===== src/rtl/ad9228_fco_aligner_if.sv =====
// Lane-side signal bundle of the AD9228 FCO word aligner: the deserialised FCO/data words
// going in, the aligned data, frame marker and alignment status coming out.
interface ad9228_fco_aligner_if;
   logic [7:0] fco_word;
   logic [7:0] data_in;
   logic       data_valid_in;
   logic [7:0] data_out;
   logic       data_valid_out;
   logic       frame_start;
   logic       bitslip;
   logic       locked;
   logic [3:0] slip_count;
   logic       align_error;

   modport master (
      output fco_word, data_in, data_valid_in,
      input  data_out, data_valid_out, frame_start, bitslip, locked, slip_count, align_error
   );

   modport slave (
      input  fco_word, data_in, data_valid_in,
      output data_out, data_valid_out, frame_start, bitslip, locked, slip_count, align_error
   );
endinterface


===== src/rtl/ad9228_fco_aligner.sv =====
// Word aligner for the AD9228 lanes: bitslips the ISERDES pair until the FCO stream follows the
// FC/0F/C0 frame sequence, then forwards data words tagged with the 2-sample group start.
module ad9228_fco_aligner #(
   parameter logic [7:0] PAT0         = 8'hFC,
   parameter logic [7:0] PAT1         = 8'h0F,
   parameter logic [7:0] PAT2         = 8'hC0,
   parameter int         SETTLE_WORDS = 4,
   parameter int         LOCK_COUNT   = 16,
   parameter int         UNLOCK_COUNT = 4,
   parameter int         MAX_SLIPS    = 8
) (
   input  logic                 data_in_clk,
   input  logic                 rstn,
   ad9228_fco_aligner_if.slave  lane
);

   typedef enum logic [1:0] {SEARCH, SLIP_WAIT, VERIFY, LOCKED} state_t;

   localparam int MW = $clog2(LOCK_COUNT + 1);
   localparam int UW = $clog2(UNLOCK_COUNT + 1);
   localparam int SW = $clog2(SETTLE_WORDS + 1);
   localparam logic [MW-1:0] LOCK_LAST   = MW'(LOCK_COUNT - 1);
   localparam logic [UW-1:0] UNLOCK_LAST = UW'(UNLOCK_COUNT - 1);
   localparam logic [SW-1:0] SETTLE_LAST = SW'(SETTLE_WORDS - 1);
   localparam logic [3:0]    SLIP_LAST   = 4'(MAX_SLIPS - 1);

   function automatic logic [7:0] pat_of(input logic [1:0] p);
      case (p)
         2'd0:    return PAT0;
         2'd1:    return PAT1;
         default: return PAT2;
      endcase
   endfunction

   function automatic logic [1:0] next_phase(input logic [1:0] p);
      return (p == 2'd2) ? 2'd0 : p + 2'd1;
   endfunction

   state_t        state,      state_nxt;
   logic [1:0]    phase,      phase_nxt;
   logic [MW-1:0] match_cnt,  match_nxt;
   logic [UW-1:0] miss_cnt,   miss_nxt;
   logic [SW-1:0] settle_cnt, settle_nxt;
   logic [3:0]    slips,      slips_nxt;
   logic          err,        err_nxt;
   logic          locked_r,   locked_nxt;
   logic          slip_r,     slip_nxt;
   logic          hit;

   logic [7:0]    data_q;
   logic          dv_q;
   logic          fs_q;

   // phase always names the group position the current FCO word should occupy
   assign hit = (lane.fco_word == pat_of(phase));

   always_ff @(posedge data_in_clk or negedge rstn) begin
      if (!rstn) begin
         state      <= SEARCH;
         phase      <= 2'd0;
         match_cnt  <= '0;
         miss_cnt   <= '0;
         settle_cnt <= '0;
         slips      <= '0;
         err        <= 1'b0;
         locked_r   <= 1'b0;
         slip_r     <= 1'b0;
      end else begin
         // NOTE: state uses non-blocking assignments so every register samples pre-edge values.
         state      <= state_nxt;
         phase      <= phase_nxt;
         match_cnt  <= match_nxt;
         miss_cnt   <= miss_nxt;
         settle_cnt <= settle_nxt;
         slips      <= slips_nxt;
         err        <= err_nxt;
         locked_r   <= locked_nxt;
         slip_r     <= slip_nxt;
      end
   end

   always_comb begin
      // NOTE: every variable gets a hold/default value first so no latch is inferred.
      state_nxt  = state;
      phase_nxt  = phase;
      match_nxt  = match_cnt;
      miss_nxt   = miss_cnt;
      settle_nxt = settle_cnt;
      slips_nxt  = slips;
      err_nxt    = err;
      locked_nxt = locked_r;
      slip_nxt   = 1'b0;

      if (lane.data_valid_in) begin
         unique case (state)
            SEARCH: begin
               if (lane.fco_word == PAT0 || lane.fco_word == PAT1 || lane.fco_word == PAT2) begin
                  phase_nxt = (lane.fco_word == PAT0) ? 2'd1 :
                              (lane.fco_word == PAT1) ? 2'd2 : 2'd0;
                  match_nxt = MW'(1);
                  state_nxt = VERIFY;
               end else begin
                  slip_nxt   = 1'b1;
                  settle_nxt = '0;
                  state_nxt  = SLIP_WAIT;
                  if (slips == SLIP_LAST) begin
                     slips_nxt = '0;
                     err_nxt   = 1'b1;
                  end else begin
                     slips_nxt = slips + 4'd1;
                  end
               end
            end
            SLIP_WAIT: begin
               if (settle_cnt == SETTLE_LAST) begin
                  settle_nxt = '0;
                  state_nxt  = SEARCH;
               end else begin
                  settle_nxt = settle_cnt + 1'b1;
               end
            end
            VERIFY: begin
               if (hit) begin
                  match_nxt = match_cnt + 1'b1;
                  phase_nxt = next_phase(phase);
                  if (match_cnt == LOCK_LAST) begin
                     state_nxt  = LOCKED;
                     locked_nxt = 1'b1;
                     slips_nxt  = '0;
                     miss_nxt   = '0;
                  end
               end else begin
                  match_nxt = '0;
                  state_nxt = SEARCH;
               end
            end
            LOCKED: begin
               phase_nxt = next_phase(phase);
               if (hit) begin
                  miss_nxt = '0;
               end else if (miss_cnt == UNLOCK_LAST) begin
                  miss_nxt   = '0;
                  match_nxt  = '0;
                  locked_nxt = 1'b0;
                  state_nxt  = SEARCH;
               end else begin
                  miss_nxt = miss_cnt + 1'b1;
               end
            end
            default: state_nxt = SEARCH;
         endcase
      end
   end

   // Forwarding uses the lock flag as it stood before this word, so the locking word is dropped.
   always_ff @(posedge data_in_clk or negedge rstn) begin
      if (!rstn) begin
         data_q <= '0;
         dv_q   <= 1'b0;
         fs_q   <= 1'b0;
      end else begin
         if (lane.data_valid_in) data_q <= lane.data_in;
         dv_q <= lane.data_valid_in & locked_r;
         fs_q <= lane.data_valid_in & locked_r & (phase == 2'd0);
      end
   end

   assign lane.data_out       = data_q;
   assign lane.data_valid_out = dv_q;
   assign lane.frame_start    = fs_q;
   assign lane.bitslip        = slip_r;
   assign lane.locked         = locked_r;
   assign lane.slip_count     = slips;
   assign lane.align_error    = err;

endmodule


===== src/flat_wrapper.sv =====
// flat-port wrapper written by rule: the top's interface ports become plain ports
module ad9228_fco_aligner_flat 
#(
   parameter logic [7:0] PAT0         = 8'hFC,
   parameter logic [7:0] PAT1         = 8'h0F,
   parameter logic [7:0] PAT2         = 8'hC0,
   parameter int         SETTLE_WORDS = 4,
   parameter int         LOCK_COUNT   = 16,
   parameter int         UNLOCK_COUNT = 4,
   parameter int         MAX_SLIPS    = 8
)
  (data_in_clk, rstn, lane_fco_word, lane_data_in, lane_data_valid_in, lane_data_out, lane_data_valid_out, lane_frame_start, lane_bitslip, lane_locked, lane_slip_count, lane_align_error);
  ad9228_fco_aligner_if lane_i ();
  input  logic data_in_clk;
  input  logic rstn;
  input wire logic [$bits(lane_i.fco_word)-1:0] lane_fco_word;
  input wire logic [$bits(lane_i.data_in)-1:0] lane_data_in;
  input wire logic [$bits(lane_i.data_valid_in)-1:0] lane_data_valid_in;
  output wire logic [$bits(lane_i.data_out)-1:0] lane_data_out;
  output wire logic [$bits(lane_i.data_valid_out)-1:0] lane_data_valid_out;
  output wire logic [$bits(lane_i.frame_start)-1:0] lane_frame_start;
  output wire logic [$bits(lane_i.bitslip)-1:0] lane_bitslip;
  output wire logic [$bits(lane_i.locked)-1:0] lane_locked;
  output wire logic [$bits(lane_i.slip_count)-1:0] lane_slip_count;
  output wire logic [$bits(lane_i.align_error)-1:0] lane_align_error;
  assign lane_i.fco_word = lane_fco_word;
  assign lane_i.data_in = lane_data_in;
  assign lane_i.data_valid_in = lane_data_valid_in;
  assign lane_data_out = lane_i.data_out;
  assign lane_data_valid_out = lane_i.data_valid_out;
  assign lane_frame_start = lane_i.frame_start;
  assign lane_bitslip = lane_i.bitslip;
  assign lane_locked = lane_i.locked;
  assign lane_slip_count = lane_i.slip_count;
  assign lane_align_error = lane_i.align_error;
  ad9228_fco_aligner #(.PAT0(PAT0), .PAT1(PAT1), .PAT2(PAT2), .SETTLE_WORDS(SETTLE_WORDS), .LOCK_COUNT(LOCK_COUNT), .UNLOCK_COUNT(UNLOCK_COUNT), .MAX_SLIPS(MAX_SLIPS)) u_core (.data_in_clk(data_in_clk), .rstn(rstn), .lane(lane_i));
endmodule

===== config.mk =====
export PLATFORM = sky130hd
export DESIGN_NAME = ad9228_fco_aligner_flat
export DESIGN_NICKNAME = d
export VERILOG_FILES = /design/src/rtl/ad9228_fco_aligner_if.sv /design/src/rtl/ad9228_fco_aligner.sv /design/src/flat_wrapper.sv
export SDC_FILE = /design/constraint.sdc
export NUM_CORES = 1
export LEC_CHECK = 0
export ABC_AREA = 0
export BUFFER_PORTS_ARGS = -buffer_cell sky130_fd_sc_hd__buf_2
export CELL_PAD_IN_SITES_DETAIL_PLACEMENT = 1
export CELL_PAD_IN_SITES_GLOBAL_PLACEMENT = 2
export CORE_ASPECT_RATIO = 0.75
export CORE_MARGIN = 10
export CORE_UTILIZATION = 30
export CTS_CLUSTER_DIAMETER = 80
export DETAILED_ROUTE_END_ITERATION = 12
export GPL_TIMING_DRIVEN = 0
export HOLD_SLACK_MARGIN = 0.15
export PLACE_DENSITY_LB_ADDON = 0.1
export SYNTH_ARGS = -nofsm -noshare
export SYNTH_HDL_FRONTEND = slang
export SYNTH_SLANG_ARGS = --single-unit
export TNS_END_PERCENT = 50

===== constraint.sdc =====
create_clock -name data_in_clk -period 2.02 [get_ports data_in_clk]
set_clock_uncertainty 0.05 [all_clocks]
set_input_delay 0.101 -clock data_in_clk [delete_from_list [all_inputs] [get_ports data_in_clk]]
set_output_delay 0.101 -clock data_in_clk [all_outputs]
set_load 0.005 [all_outputs]

==> results.toml <==
[grt]
grt_first_pass_wirelength_mm = 8.22
globalRouteTotalUtil_pct = 11.3
grt_max_degree = 33
first_global_vias = 1693
antenna_violations_before_repair = 0
global_route.overflow_total = 0

[power_and_ir_drop]
internal_power_mw = 1.43
p_total_mw = 2.12
worst_ir_drop_vdd_uv = 336
power_frac_comb_pct = 29.3
leakagePower_nw = 1.03
relative_contribution_of_sequential_cells_to_total_power_pct = 41.3
p_switching_mw = 0.691
power.density_mw_per_mm2 = 918
power.clock.fraction_pct = 29.4
power.switching_fraction_pct = 32.6

[place]
port_buffers = 34
routability_congestion = 0.724
dpl_cell_area_sq_mm = 0.00193
placed_cells = 267
detailedPlacementHpwl_mm = 3.45

[final_layout]
layout.cell_area.non_filler_sq_mm = 0.00231
insertedDiodeCount = 0
core_occupancy_in_the_finished_layout_pct = 43.2
layout_commonest_cell = "sky130_fd_sc_hd__buf_2"
post_synthesis_to_final_layout_area_growth_pct = 38.8
layout.cells.most_common_list = "sky130_fd_sc_hd__buf_2, sky130_fd_sc_hd__dfrtp_1, sky130_fd_sc_hd__nand2_1"
drive_gt1_share_pct = 34.7
final_cell_count_no_fill = 291
nets = 239

[floorplanning]
coreArea_sq_mm = 0.00535
die_w_um = 106
fp-row-count = 23
design.portCount = 36
fp.dieArea_sq_mm = 0.00896
die_height_um = 84.5
initial_utilization_pct = 31.1

[yosys]
number_of_flops_mapped_to_enable_cells_by_yosys = 0
synth.distinct_cells = 46
syn_avg_cell_area_sq_um = 10.5
ys_ff_latch = 32
synth-warning-count = 0
synth_nets = 182
synth_top_flop_cell = "sky130_fd_sc_hd__dfrtp_1"
synthesis.instances = 158
synth-seq-area-share_pct = 48.1
synthesis.area_sq_mm = 0.00166
ys_async_sr_fraction_pct = 100

[detailed_routing]
drc = 0
detailedRoute.firstIterationViolations = 40
routed_antenna_nets = 0
firstDrtPassIters = 4
vias = 1491
wl_mm = 4.93
routed_wl_per_cell_um = 17.0
vias_per_cell = 5.12

[setup_path]
crit-reg2reg-launch = "u_core.phase[0]"
crit_fanout = 5
cp.buffers_inverters = 1
regToRegSetupSlack_ns = -0.12
cell_family_with_the_largest_share_of_critical_path_delay = "compound AO/OA/AOI/OAI gates"
critical_path_launch_point_type = "flop"
cp_data_required_time_ns = 2.15
criticalPathCategory = "flop to flop"
rr_worst_depth = 6
critical_path.endpoint_type = "flop"
critPathMaxStageDelay_ns = 0.40
timing.rr.end = "u_core.phase[1]"
critPathSlowestCell = "sky130_fd_sc_hd__or3b_4"
crit_chain = "or3b_4, a211o_4, buf_6, a21oi_4, o311ai_2, mux2_1"
worst_ep_arrival_time_ns = 2.27

[timing]
worstMarginPinSlew_ns = 0.741
setup_repair_after_global_routing_missed_its_margin = "yes"
final.setup.worst_slack_ns = -0.119
slew-limit-headroom_pct = 50.6
fmax_mhz = 468
setup_viol_count_final = 14
timing.final.crit_share_pct = 106
fin_max_slew_vios = 0
final_period_minus_worst_setup_slack_ns = 2.14
final_hold_viol_count = 0

[worst_hold_path]
hp-start = "lane_fco_word[5]"
hold-path-cell-count = 4
hold_path_class = "primary input to flop"
whs_endpoint = "u_core.state[1]"

[flow_run]
max_cap_violations = 0

[cts]
clock_latency_ns = 0.29
clock_slew_at_reported_path_ffs_ns = 0.07
cts.sink_count = 32
clk_path_buf_depth = 2
cts_tree = "done"
root_buffer = "sky130_fd_sc_hd__clkbuf_8"
numCtsBuffers = 5
htreeDepth = 2

[run_status]
run_status = "finished, violations left"
failed_checks = "negative setup slack"
-- worst reg2reg max path, stage by stage, from the launching register on --
cell	delay, ns
sky130_fd_sc_hd__dfrtp_1	0.39
sky130_fd_sc_hd__or3b_4	0.40
sky130_fd_sc_hd__a211o_4	0.36
sky130_fd_sc_hd__buf_6	0.13
sky130_fd_sc_hd__a21oi_4	0.23
sky130_fd_sc_hd__o311ai_2	0.14
sky130_fd_sc_hd__mux2_1	0.33
-- metrics by stage --
stage	setup WS (ns)	setup TNS (ns)	hold WS, ns
6_report	-0.119	-1.07	0.231
2_1_floorplan	-0.0263	-0.0263	-0.245
3_3_place_gp	-0.301	-2.40	0.149
4_1_cts	-0.119	-0.689	0.223
3_5_place_dp	-0.341	-3.43	0.160
5_1_grt	-0.191	-2.21	0.282
-- Yosys cell counts (all sizes together), types with 2 or more instances --
| library cell | count | share of area [%] |
|---|---|---|
| dfrtp | 32 | 48 |
| nand2 | 15 | 3.4 |
| inv | 11 | 2.5 |
| mux2 | 11 | 7.4 |
| and3 | 7 | 2.6 |
| nor2 | 7 | 1.6 |
| o21ai | 7 | 2.1 |
| a31oi | 5 | 1.9 |
| ha | 5 | 3.8 |
| a21oi | 4 | 1.2 |
| clkbuf | 4 | 0.90 |
| nand3 | 4 | 1.2 |
| a211oi | 3 | 2.1 |
| nand2b | 3 | 1.1 |
| or4 | 3 | 1.4 |
| a211o | 2 | 1.1 |
| a221oi | 2 | 1.1 |
| a32o | 2 | 1.2 |
| and2 | 2 | 0.75 |
| nor2b | 2 | 0.75 |
| nor4 | 2 | 0.75 |
| nor4bb | 2 | 1.2 |
| o311ai | 2 | 1.1 |
| o32ai | 2 | 1.1 |
-- state kept, by name, indices dropped and copies added (netlist names) --
signal / count
u_core.lane.align_error: 1
u_core.lane.bitslip: 1
u_core.lane.data_out: 8
u_core.lane.data_valid_out: 1
u_core.lane.frame_start: 1
u_core.lane.locked: 1
u_core.lane.slip_count: 4
u_core.match_cnt: 5
u_core.miss_cnt: 3
u_core.phase: 2
u_core.settle_cnt: 3
u_core.state: 2
-- repair_timing --
item | CTS | global route
gates resized for setup | 11 | 13
pin swaps | 2 | 5
gates cloned | 0 | 0
hold buffers | 9 | 0
endpoints found under the setup margin | 15 | 17
endpoints found under the hold margin | 40 | 0
setup buffers | 5 | 2
-- cell type report --
type	instances	area, sq um
Fill cell	616	3040
Multi-Input combinational cell	111	922
Tap cell	75	93.8
Clock inverter	3	42.5
Sequential cell	32	801
Clock buffer	5	68.8
Timing Repair Buffer	50	324
Buffer	4	16.3
Inverter	11	41.3
-- cell families (layout without fill, tap and decap cells) --
family | after synthesis | in the layout | share of synthesized area, %
AO/OA/AOI/OAI | 40 | 40 | 18.3
adder cells (fa/ha/maj) | 5 | 5 | 3.76
buffers and inverters | 15 | 73 | 3.38
flip-flops | 32 | 32 | 48.1
multiplexers | 12 | 12 | 8.05
AND/OR/NAND/NOR | 54 | 54 | 18.4
-- per-layer routing --
layer,up-vias,part of all wire [%],GRT usage (%)
met1,753,44,12.9
met2,26,50,19.3
met4,0,0.93,3.31
met3,5,5.6,4.12
li1,707,-,-
met5,-,0,0
-- power groups by stage --
stage	Combinational [mW]	Sequential, mW	Clock (mW)
after floorplan	0.358	0.866	0
after global placement	0.517	0.877	0
after detailed placement	0.545	0.884	0
after CTS	0.582	0.875	0.642
after global routing	0.711	0.897	0.666
final	0.621	0.877	0.624
-- worst max-delay path by stage --
| stage | start | cells after the start | slack, ns | end |
|---|---|---|---|---|
| after floorplan | u_core.phase[0] | 5 | -0.03 | u_core.lane.slip_count[2] |
| after global placement | u_core.phase[0] | 5 | -0.30 | u_core.lane.slip_count[2] |
| after detailed placement | u_core.phase[0] | 5 | -0.34 | u_core.lane.slip_count[2] |
| after CTS | u_core.phase[0] | 5 | -0.12 | u_core.lane.slip_count[2] |
| after global routing | u_core.phase[0] | 6 | -0.19 | u_core.phase[0] |
| final | u_core.phase[0] | 6 | -0.12 | u_core.phase[1] |
Note: power is estimated with default switching activity, not from simulation.
